File: src/rtl/hpb_wr_sched.sv
// hpb_wr_sched: shares the single HPB write port between the feed-decoder
// price-update path and the host configuration path.
//
// It runs the request/grant/release write-window handshake with tts.
// Feed has priority. After a run of feed accepts while host waits,
// host is forced a slot.
//
// Ports:
//   clk, reset        core clock, synchronous active-high reset
//   feed_wr_*         feed write request (valid/ready/addr/data)
//   host_wr_*         host write request (valid/ready/addr/data)
//   hpb_wr_req/gnt    write-window request to / grant from tts
//   hpb_wr_en/addr/   registered HPB write strobe, address and data
//   hpb_wr_data
//   rcb_wr_done       tts pulse: window closed, read side resynced
//   busy              scheduler not idle
//
// Optional macro HPB_WR_STATS_EN adds the feed_wr_cnt, host_wr_cnt and
// win_cnt outputs.
module hpb_wr_sched #(
    parameter int ADDR_W         = 10,
    parameter int DATA_W         = 64,
    parameter int WINDOW_MAX     = 16,
    parameter int FEED_BURST_MAX = 4
) (
    input  logic              clk,
    input  logic              reset,
    input  logic              feed_wr_valid,
    output logic              feed_wr_ready,
    input  logic [ADDR_W-1:0] feed_wr_addr,
    input  logic [DATA_W-1:0] feed_wr_data,
    input  logic              host_wr_valid,
    output logic              host_wr_ready,
    input  logic [ADDR_W-1:0] host_wr_addr,
    input  logic [DATA_W-1:0] host_wr_data,
    output logic              hpb_wr_req,
    input  logic              hpb_wr_gnt,
    output logic              hpb_wr_en,
    output logic [ADDR_W-1:0] hpb_wr_addr,
    output logic [DATA_W-1:0] hpb_wr_data,
    input  logic              rcb_wr_done,
    output logic              busy
`ifdef HPB_WR_STATS_EN
    ,
    output logic [31:0]       feed_wr_cnt,
    output logic [31:0]       host_wr_cnt,
    output logic [31:0]       win_cnt
`endif
);

    localparam int WIN_W = $clog2(WINDOW_MAX + 1);
    localparam int STV_W = $clog2(FEED_BURST_MAX + 1);

    typedef enum logic [1:0] {
        IDLE,
        REQ,
        WRITE,
        RELEASE
    } state_t;

    state_t            state;
    logic [WIN_W-1:0]  win_q;
    logic [STV_W-1:0]  starve_q;
    logic              rel_first;

    logic host_sel;
    logic feed_sel;
    logic slot_open;
    logic feed_acc;
    logic host_acc;
    logic any_acc;
    logic no_valid;
    logic win_last;

    // Host takes the slot when feed is idle or feed used up its burst.
    assign host_sel  = host_wr_valid &&
                       (!feed_wr_valid ||
                        starve_q == STV_W'(FEED_BURST_MAX));
    assign feed_sel  = feed_wr_valid && !host_sel;

    // A reset cycle never accepts: nothing accepted there could be emitted.
    assign slot_open = (state == WRITE) && hpb_wr_gnt && !reset;

    assign feed_wr_ready = slot_open && feed_sel;
    assign host_wr_ready = slot_open && host_sel;

    assign feed_acc = feed_wr_valid && feed_wr_ready;
    assign host_acc = host_wr_valid && host_wr_ready;
    assign any_acc  = feed_acc || host_acc;
    assign no_valid = !feed_wr_valid && !host_wr_valid;
    assign win_last = win_q == WIN_W'(WINDOW_MAX - 1);

    always_ff @(posedge clk) begin
        if (reset) begin
            state       <= IDLE;
            hpb_wr_req  <= 1'b0;
            busy        <= 1'b0;
            hpb_wr_en   <= 1'b0;
            hpb_wr_addr <= '0;
            hpb_wr_data <= '0;
            win_q       <= '0;
            starve_q    <= '0;
            rel_first   <= 1'b0;
        end else begin
            hpb_wr_en <= any_acc;
            if (feed_acc) begin
                hpb_wr_addr <= feed_wr_addr;
                hpb_wr_data <= feed_wr_data;
            end else if (host_acc) begin
                hpb_wr_addr <= host_wr_addr;
                hpb_wr_data <= host_wr_data;
            end

            if (host_acc || !host_wr_valid) begin
                starve_q <= '0;
            end else if (feed_acc) begin
                starve_q <= starve_q + 1'b1;
            end

            unique case (state)
                IDLE: begin
                    if (!no_valid) begin
                        state      <= REQ;
                        hpb_wr_req <= 1'b1;
                        busy       <= 1'b1;
                    end
                end
                REQ: begin
                    if (hpb_wr_gnt) begin
                        state <= WRITE;
                        win_q <= '0;
                    end
                end
                WRITE: begin
                    // Grant loss keeps req high and re-requests.
                    if (!hpb_wr_gnt) begin
                        state <= REQ;
                    end else if (no_valid || (any_acc && win_last)) begin
                        state      <= RELEASE;
                        hpb_wr_req <= 1'b0;
                        rel_first  <= 1'b1;
                    end else if (any_acc) begin
                        win_q <= win_q + 1'b1;
                    end
                end
                RELEASE: begin
                    // The last strobe drains in the first RELEASE
                    // cycle, so done only counts from the second.
                    rel_first <= 1'b0;
                    if (!rel_first && rcb_wr_done) begin
                        state <= IDLE;
                        busy  <= 1'b0;
                    end
                end
            endcase
        end
    end

`ifdef HPB_WR_STATS_EN
    always_ff @(posedge clk) begin
        if (reset) begin
            feed_wr_cnt <= '0;
            host_wr_cnt <= '0;
            win_cnt     <= '0;
        end else begin
            if (feed_acc) begin
                feed_wr_cnt <= feed_wr_cnt + 32'd1;
            end
            if (host_acc) begin
                host_wr_cnt <= host_wr_cnt + 32'd1;
            end
            if (state == REQ && hpb_wr_gnt) begin
                win_cnt <= win_cnt + 32'd1;
            end
        end
    end
`endif

endmodule

File: config.mk
export PLATFORM = sky130hd
export DESIGN_NAME = hpb_wr_sched
export DESIGN_NICKNAME = d
export VERILOG_FILES = /design/src/rtl/hpb_wr_sched.sv
export SDC_FILE = /design/constraint.sdc
export NUM_CORES = 1
export LEC_CHECK = 0
export ABC_AREA = 1
export BUFFER_PORTS_ARGS = -buffer_cell sky130_fd_sc_hd__clkbuf_2
export CAP_MARGIN = 10
export CORE_ASPECT_RATIO = 2
export CORE_MARGIN = 2
export CORE_UTILIZATION = 25
export CTS_CLUSTER_DIAMETER = 50
export CTS_CLUSTER_SIZE = 28
export DETAILED_ROUTE_END_ITERATION = 8
export PLACE_DENSITY_LB_ADDON = 0.1
export SLEW_MARGIN = 30
export SYNTH_ARGS = -nofsm -noshare
export SYNTH_HDL_FRONTEND = slang
export SYNTH_SLANG_ARGS = --single-unit
File: constraint.sdc
create_clock -name clk -period 1.8 [get_ports clk]
set_clock_uncertainty 0.05 [all_clocks]
set_input_delay 0.36 -clock clk [delete_from_list [all_inputs] [get_ports clk]]
set_output_delay 0.36 -clock clk [all_outputs]
set_load 0.005 [all_outputs]
==> results.json, run 1 <==
{
  "setup_viol": 1,
  "drt_iter0_markers": 89,
  "met2_usage_pct": 31.02,
  "ys_ff_latch": 88,
  "track_usage_pct": 15.39,
  "critPathLaunchType": "register",
  "synth_edf_count": 0,
  "grt_pass1_wl_mm": 23.78,
  "critPathLaunch": "starve_q[1]",
  "synthTopCellsByArea": "dfxtp_1 36%, nand2_1 22%, nand2_4 9.5%, nand3_2 8.3%, inv_1 7.0%",
  "syn_inst": 670,
  "maxSlewViolCount": 0,
  "async_reset_ff_share_pct": 0,
  "drive_gt1_share_pct": 41.94,
  "peakVddDrop_mv": 0.3999,
  "setup.worst_path.end_class": "primary output",
  "min_path_cells": 5,
  "placementRows": 72,
  "hp-class": "primary input to register",
  "crit_top_cell": "nand2_4",
  "synth_ff_type": "dfxtp_1",
  "required_ps": 1390,
  "route.detailed.drc": 0,
  "grt_overflow_total": 0,
  "power_leakage_nw": 4.363,
  "gp_congestion": 0.7964,
  "fp.dieW_microns": 102.3,
  "rsz0062_at_grt": "yes",
  "period_share_pct": 103.1,
  "r2r_end": "hpb_wr_data[57]",
  "cp_cell_sequence": "inv_2 -> ha_4 -> nand2_4 -> a21oi_4 -> nor2_2 -> nand2_4 -> inv_4 -> buf_12 -> clkbuf_2",
  "grt_max_degree": 39,
  "drt_pre_antenna_iters": 4,
  "avgSynthCellArea_sq_um": 7.218,
  "cp_max_fo": 2,
  "htree_levels": 3,
  "cts_inserted_buffers": 9,
  "yosysSeqAreaShare_pct": 36.43,
  "cts_tree": "built",
  "coreArea_sq_mm": 0.01919,
  "post-place-ws_ps": 99.20,
  "root_buffer": "clkbuf_16",
  "status": "finished with violations",
  "antenna_left": 0,
  "ios": 233,
  "maxSlewHeadroom_pct": 68.56,
  "power_density_mw_per_mm2": 765.5,
  "use_met3_pct": 2.263,
  "timing.fmax_mhz": 539.1,
  "worst_pin_slew_ps": 471.5,
  "grt_use_met1_pct": 13.85,
  "critical_path.max_stage_delay_ps": 320,
  "cp_data_arrival_time_ps": 1450,
  "final.min_clock_period_ps": 1855,
  "die_area_sq_mm": 0.02054,
  "worstSkewPairLatency_ps": 340,
  "post_drt_wl_per_cell_microns": 13.28,
  "rr_startpoint": "starve_q[1]",
  "reg2reg_depth": 14,
  "final_util_pct": 35.49,
  "layout.nets": 1071,
  "syn_nets": 828,
  "vias": 4822,
  "grt.busiest_layer": "met2",
  "dp_hpwl_mm": 12.23,
  "viasPerCell": 4.090,
  "maxCapViolCount": 0,
  "crit_end": "feed_wr_ready",
  "yosys-top-cells-count": "281 x nand2_1, 90 x inv_1, 88 x dfxtp_1",
  "syn2layout_area_growth_pct": 40.83,
  "hold_viol": 0,
  "drt-total-wl_mm": 15.65,
  "setup_slack_ps": -55.10,
  "violations": "negative setup slack",
  "ys_warn_count": 0,
  "synth_area_sq_mm": 0.004836,
  "grt_pass1_vias": 4769,
  "antenna_found_initial": 2,
  "critical_path_class": "register to primary output",
  "rrSetupSlack_ps": 30,
  "yosysTopAreaCellShare_pct": 36.43,
  "cp_slowest_cell": "dfxtp_2",
  "yosysTopAreaCell": "dfxtp_1",
  "cts.sinks": 88,
  "cts_max_path_buffers": 2,
  "initial_core_util_pct": 25.20,
  "clk_pin_slew_ps": 60,
  "yosysMostFrequentCell": "nand2_1",
  "synth.distinct_cells": 32,
  "die_h_microns": 200.7,
  "place.port_buffers": 232
}
[state kept, by name, indices dropped and copies added, names as in the netlist]
register     count
hpb_wr_data     64
hpb_wr_addr     10
win_q            5
starve_q         3
state            2
busy             1
hpb_wr_en        1
hpb_wr_req       1
rel_first        1
[metal layers]
layer,vias up,part of all wire [%]
li1,2503,-
met1,2164,33
met2,130,60
met3,25,3.8
met4,0,3.5
met5,-,0
[cells in the final DEF (no fill, tap or decap), types with 2 or more instances in the layout]
cell type	netlist	routed
a21oi_1	11	11
nor2_1	12	11
nand2_4	41	42
nand2_1	281	279
diode_2	0	2
nand3_2	40	40
inv_4	0	2
clkbuf_16	0	9
nor3_1	2	2
clkbuf_2	0	231
nand2_2	1	2
inv_2	4	6
or2_2	2	2
dfxtp_1	88	86
clkbuf_8	0	2
clkinv_2	1	3
dfxtp_2	0	2
inv_1	90	87
ha_1	4	3
buf_12	5	11
nand3_1	45	45
o21ai_0	3	3
buf_4	4	22
[critical path: cells and delay by family (launching register included)]
kind | cells | cell delay, ps
simple gates | 3 | 170
fa+ha+maj | 1 | 140
buf+inv | 4 | 320
compound gates | 1 | 140
flops | 1 | 320
[stage by stage]
step / TNS, ps / cells / power (mW) / hold WS (ps) / area [sq um]
2_1_floorplan: 0 / 670 / 2.790 / 379.1 / 4836
3_3_place_gp: 0 / 1154 / 3.298 / 399.8 / 6402
3_5_place_dp: 0 / 1154 / 3.295 / 410.0 / 6402
4_1_cts: -166.6 / 1173 / 5.313 / 229.1 / 6754
5_1_grt: -742.0 / 1179 / 5.524 / 254.5 / 6810
6_report: -55.10 / 1179 / 5.213 / 246.7 / 6810
[cells by family after synthesis]
family | after synthesis | share of synthesized area [%]
simple gates | 428 | 46.88
buf+inv | 128 | 12.78
flops | 88 | 36.43
compound gates | 22 | 2.872
fa+ha+maj | 4 | 1.035
[worst min path at each step]
stage                startpoint         endpoint  slack [ps]
5_1_grt        feed_wr_data[27]  hpb_wr_data[27]         250
4_1_cts         feed_wr_data[2]   hpb_wr_data[2]         230
3_3_place_gp         hpb_wr_req       hpb_wr_req         400
6_report       feed_wr_data[58]  hpb_wr_data[58]         250
3_5_place_dp         hpb_wr_req       hpb_wr_req         410
2_1_floorplan             reset             busy         380
[where the power goes]
part | switching (mW) | internal (mW) | total, mW
combinational | 0.612 | 0.490 | 1.10
sequential | 0.0786 | 2.08 | 2.15
clock | 0.807 | 1.15 | 1.96
[what timing repair did]
item / in CTS / in global routing
gates resized for setup: 9 / 5
endpoints found under the setup margin: 2 / 47
hold buffers: 0 / 0
buffers inserted: 3 / 4
hold endpoints to repair: 0 / 0
pin swaps: 4 / 4
[layout make-up]
| cell class | count | area, sq um |
|---|---|---|
| clock inverter | 5 | 53.80 |
| multi-input combinational | 454 | 2496 |
| sequential | 88 | 1764 |
| antenna | 2 | 5.005 |
| clock buffer | 11 | 252.7 |
| fill | 2154 | 12380 |
| inverter | 95 | 361.6 |
| tap | 259 | 324.1 |
| timing repair buffer | 265 | 1553 |
(Power assumes the default switching activity.)
==> run 2, diff against run 1 <==
- SKIP_CTS_REPAIR_TIMING: unset -> 1
==> run 2 against run 1 <==
  * The flow still finishes with violations (negative setup slack)
  * Power is essentially flat
  * Hold slack about the same
  * Non-clock buffer count rose by 2
==> results.json, run 2 (synthesized netlist as in run 1, its figures left out) <==
{
  "critPathLaunchType": "register",
  "most-common-layout-cells": "279 x nand2_1, 231 x clkbuf_2, 87 x inv_1",
  "power_leakage_nw": 4.393,
  "dp_hpwl_mm": 12.23,
  "holdWs_ps": 247.1,
  "dp.cells": 1154,
  "seq_power_share_pct": 41.3,
  "fin_tns_setup_ps": -102.1,
  "final_util_pct": 35.84,
  "regMostFlops": "hpb_wr_data",
  "grt_max_degree": 39,
  "route.detailed.drc": 0,
  "switchingPower_mw": 1.499,
  "cts_inserted_buffers": 9,
  "maxSlewViolCount": 0,
  "rr_startpoint": "starve_q[1]",
  "critical_path_class": "register to primary output",
  "hp-start": "feed_wr_data[11]",
  "drt_iter0_markers": 68,
  "status": "finished with violations",
  "setup_viol": 1,
  "violations": "negative setup slack",
  "initial_core_util_pct": 25.20,
  "clock_power_share_pct": 37.5,
  "drt_pre_antenna_iters": 4,
  "drive_gt1_share_pct": 42.07,
  "worstSkewPairLatency_ps": 340,
  "track_usage_pct": 15.29,
  "hold_viol": 0,
  "final.min_clock_period_ps": 1902,
  "viasPerCell": 4.087,
  "grt_pass1_vias": 4749,
  "cp_max_fo": 5,
  "fp.dieW_microns": 102.3,
  "top_regs": "hpb_wr_data: 64 flops, hpb_wr_addr: 10 flops, win_q: 5 flops",
  "timing.fmax_mhz": 525.7,
  "peakVddDrop_mv": 0.3994,
  "place.port_buffers": 232,
  "internal_power_mw": 3.714,
  "root_buffer": "clkbuf_16",
  "die_h_microns": 200.7,
  "post_drt_wl_per_cell_microns": 13.62,
  "required_ps": 1390,
  "drt-total-wl_mm": 16.08,
  "cts_max_path_buffers": 2,
  "fillerInstances": 2150,
  "hp-class": "primary input to register",
  "maxCapViolCount": 0,
  "coreArea_sq_mm": 0.01919,
  "maxSlewHeadroom_pct": 68.09,
  "gp_congestion": 0.7964,
  "cts_tree": "built",
  "combPwrFrac_pct": 21.1,
  "worst_pin_slew_ps": 478.6,
  "switching_share_pct": 28.76,
  "syn2layout_area_growth_pct": 42.23,
  "period_share_pct": 105.7,
  "final_cells": 1181,
  "vias": 4827,
  "setup_slack_ps": -102.1,
  "cts.sinks": 88,
  "grt_pass1_wl_mm": 23.63,
  "largest_reg_flops": 64,
  "setup.worst_path.end_class": "primary output",
  "power_density_mw_per_mm2": 758.0,
  "clk_pin_slew_ps": 60,
  "layout_commonest_cell": "nand2_1",
  "ios": 233,
  "finalPower_mw": 5.214,
  "critPathLaunch": "starve_q[1]",
  "rsz0062_at_grt": "yes",
  "placementRows": 72,
  "antenna_found_initial": 2,
  "htree_levels": 3,
  "antenna_left": 0,
  "grt_overflow_total": 0,
  "layout.nets": 1073,
  "cp_data_arrival_time_ps": 1490,
  "die_area_sq_mm": 0.02054
}
## run 2: through the flow
stage	setup slack [ps]	instance area, sq um
floorplan	213.0	4836
global placement	117.6	6402
detailed placement	99.20	6402
CTS	-291.0	6709
global route	-172.0	6878
finish	-102.1	6878
## run 2: path summary, 6_finish.rpt
| kind | to | slack [ps] | cells after the start |
|---|---|---|---|
| worst min register to register | hpb_wr_req | 420 | 2 |
| worst max-delay path | feed_wr_ready | -100 | 9 |
| worst max register to register | hpb_wr_data[21] | 40 | 14 |
| worst min-delay path | hpb_wr_data[11] | 250 | 5 |
## run 2: worst max-delay path, cell delays in order (launching register included)
cell      delay, ps
dfxtp_2         330
inv_2            50
ha_4            160
nand2_4          70
a21oi_4          60
nor2_2          150
nand2_4          70
inv_4            60
buf_12          100
clkbuf_2        100
## run 2: per-layer routing
metal | wire length [microns] | track usage [%] | vias to the layer above
met5 | 0 | 0 | -
met4 | 518 | 7.810 | 0
met3 | 585 | 2.263 | 25
li1 | - | - | 2507
met2 | 9731 | 30.78 | 128
met1 | 5245 | 13.80 | 2167
## run 2: area by class of cell
type / count / area [sq um] / share of cell area (%)
Antenna cell: 2 / 5.005 / 0.07277
Clock buffer: 11 / 252.7 / 3.675
Clock inverter: 5 / 53.80 / 0.7822
Inverter: 95 / 361.6 / 5.257
Multi-Input combinational cell: 454 / 2496 / 36.29
Sequential cell: 88 / 1764 / 25.65
Tap cell: 259 / 324.1 / 4.712
Timing Repair Buffer: 267 / 1620 / 23.56
## run 2: power by group through the flow
stage          combinational, mW  sequential, mW  clock, mW
2_1_floorplan              0.585            2.20          0
3_3_place_gp                1.10            2.20          0
3_5_place_dp                1.10            2.20          0
4_1_cts                     1.10            2.15       2.05
5_1_grt                     1.25            2.17       2.11
6_report                    1.10            2.15       1.96
==> run 3, diff against run 2 <==
- CELL_PAD_IN_SITES_DETAIL_PLACEMENT: unset -> 0
- CELL_PAD_IN_SITES_GLOBAL_PLACEMENT: unset -> 1
==> run 3 against run 2 <==
  * Largest power group unchanged
  * Utilization shrank 0.77 points
  * The flow still finishes with violations (negative setup slack)
  * Maximum frequency grew 2.7%
  * Highest routed layer unchanged
  * Critical endpoint unchanged
  * Via count grew 1.2%
==> results.json, run 3 (synthesized netlist as in run 1, its figures left out) <==
{
  "status": "finished with violations",
  "violations": "negative setup slack",
  "hp-class": "primary input to register",
  "cp_cell_sequence": "inv_2 -> ha_4 -> nand2_2 -> a21oi_2 -> nor2_2 -> nand2_4 -> clkinv_8 -> buf_6",
  "switchingPower_mw": 1.451,
  "cp_data_arrival_time_ps": 1440,
  "final.min_clock_period_ps": 1853,
  "drt-total-wl_mm": 15.57,
  "dp_hpwl_mm": 11.71,
  "use_met3_pct": 2.542,
  "required_ps": 1390,
  "critPathLaunchType": "register",
  "drt_pre_antenna_iters": 6,
  "reg2reg_depth": 13,
  "antenna_found_initial": 0,
  "min_path_cells": 5,
  "drive_gt1_share_pct": 40.88,
  "setup_viol": 1,
  "viasPerCell": 4.180,
  "ios": 233,
  "diodes": 0,
  "place.port_buffers": 232,
  "critical_path.max_stage_delay_ps": 330,
  "rsz0062_at_grt": "yes",
  "whs_endpoint": "hpb_wr_data[61]",
  "combPwrFrac_pct": 21.8,
  "power_density_mw_per_mm2": 740.1,
  "die_area_sq_mm": 0.02054,
  "timing.fmax_mhz": 539.8,
  "period_share_pct": 102.9,
  "maxCapViolCount": 0,
  "fillerInstances": 2130,
  "rrSetupSlack_ps": 30,
  "layout_commonest_cell": "nand2_1",
  "crit_buf_inv": 3,
  "internal_power_mw": 3.530,
  "initial_core_util_pct": 25.20,
  "root_buffer": "clkbuf_16",
  "gp_congestion": 0.7672,
  "drt_iter0_markers": 105,
  "regMostFlops": "hpb_wr_data",
  "clock_power_share_pct": 34.9,
  "top_regs": "hpb_wr_data: 64 flops, hpb_wr_addr: 10 flops, win_q: 5 flops",
  "antenna_left": 0,
  "fin_tns_setup_ps": -52.66,
  "grt_pass1_wl_mm": 24.10,
  "htree_levels": 3,
  "grt_pass1_vias": 4938,
  "power_leakage_nw": 4.308,
  "worst_pin_slew_ps": 531.8,
  "setup.worst_path.end_class": "primary output",
  "largest_reg_flops": 64,
  "route.detailed.drc": 0,
  "coreArea_sq_mm": 0.01919,
  "cts.sinks": 88,
  "cts_tree": "built",
  "most-common-layout-cells": "279 x nand2_1, 230 x clkbuf_2, 87 x inv_1",
  "syn2layout_area_growth_pct": 39.17,
  "vias": 4887,
  "cts_inserted_buffers": 9,
  "worstSkewPairLatency_ps": 340,
  "register_area_sq_mm": 0.001764,
  "grt_overflow_total": 0,
  "clk_pin_slew_ps": 60,
  "die_h_microns": 200.7,
  "switching_share_pct": 29.13,
  "crit_family": "flip-flops",
  "r2r_end": "hpb_wr_data[16]",
  "post_drt_wl_per_cell_microns": 13.31,
  "hp-start": "feed_wr_data[61]",
  "grt.busiest_layer": "met2",
  "cp_slowest_cell": "dfxtp_2",
  "setup_slack_ps": -52.66,
  "maxSlewHeadroom_pct": 64.42,
  "finalPower_mw": 4.981,
  "layout.nets": 1063,
  "placementRows": 72,
  "track_usage_pct": 14.97,
  "grt_max_degree": 83,
  "rr_startpoint": "starve_q[1]",
  "cp_max_fo": 4,
  "seq_power_share_pct": 43.3,
  "grt_use_met1_pct": 14.50,
  "cts_max_path_buffers": 2,
  "critical_path_class": "register to primary output",
  "peakVddDrop_mv": 0.3570,
  "maxSlewViolCount": 0,
  "met2_usage_pct": 30.22,
  "fp.dieW_microns": 102.3,
  "hold_viol": 0,
  "multiInputGateArea_sq_mm": 0.002506
}
## run 3: worst min-delay path: stages
cell	delay, ps
clkbuf_2	70
nand2_1	40
nand3_1	60
nand2_1	40
inv_1	40
## run 3: power groups by stage
| stage | combinational, mW | sequential (mW) | clock (mW) |
|---|---|---|---|
| floorplan | 0.585 | 2.20 | 0 |
| global placement | 1.05 | 2.20 | 0 |
| detailed placement | 1.06 | 2.20 | 0 |
| CTS | 1.06 | 2.16 | 1.83 |
| global route | 1.23 | 2.17 | 1.90 |
| finish | 1.08 | 2.16 | 1.74 |
## run 3: how the worst max path moves through the flow
stage | start | to | slack (ps) | cells after the start
finish | starve_q[1] | feed_wr_ready | -50 | 8
detailed placement | starve_q[0] | hpb_wr_data[59] | -20 | 12
global route | starve_q[1] | feed_wr_ready | -130 | 8
CTS | starve_q[0] | feed_wr_ready | -340 | 8
global placement | starve_q[0] | hpb_wr_data[10] | 70 | 12
floorplan | starve_q[0] | feed_wr_ready | 210 | 8
## run 3: stage by stage
step	hold slack [ps]	worst slack (ps)	util [%]	cell area, sq um	instances
5_1_grt	263.0	-125.6	35.07	6730	1169
3_5_place_dp	406.2	-16.83	32.78	6290	1144
4_1_cts	233.3	-336.6	34.14	6551	1160
2_1_floorplan	379.1	213.0	-	4836	670
6_report	247.8	-52.66	35.07	6730	1169
3_3_place_gp	400.8	68.96	32.78	6290	1144
## run 3: cell type report
type                            instances  share of cell area, %
Multi-Input combinational cell        454                  37.24
Clock buffer                           16                  3.885
Inverter                               95                  5.559
Tap cell                              259                  4.815
Sequential cell                        88                  26.21
Timing Repair Buffer                  257                  22.29
## run 3: layer usage
layer	part of all wire [%]	up-vias
met5	0	-
met3	4.7	12
met4	1.6	0
met2	57	150
met1	36	2238
li1	-	2487
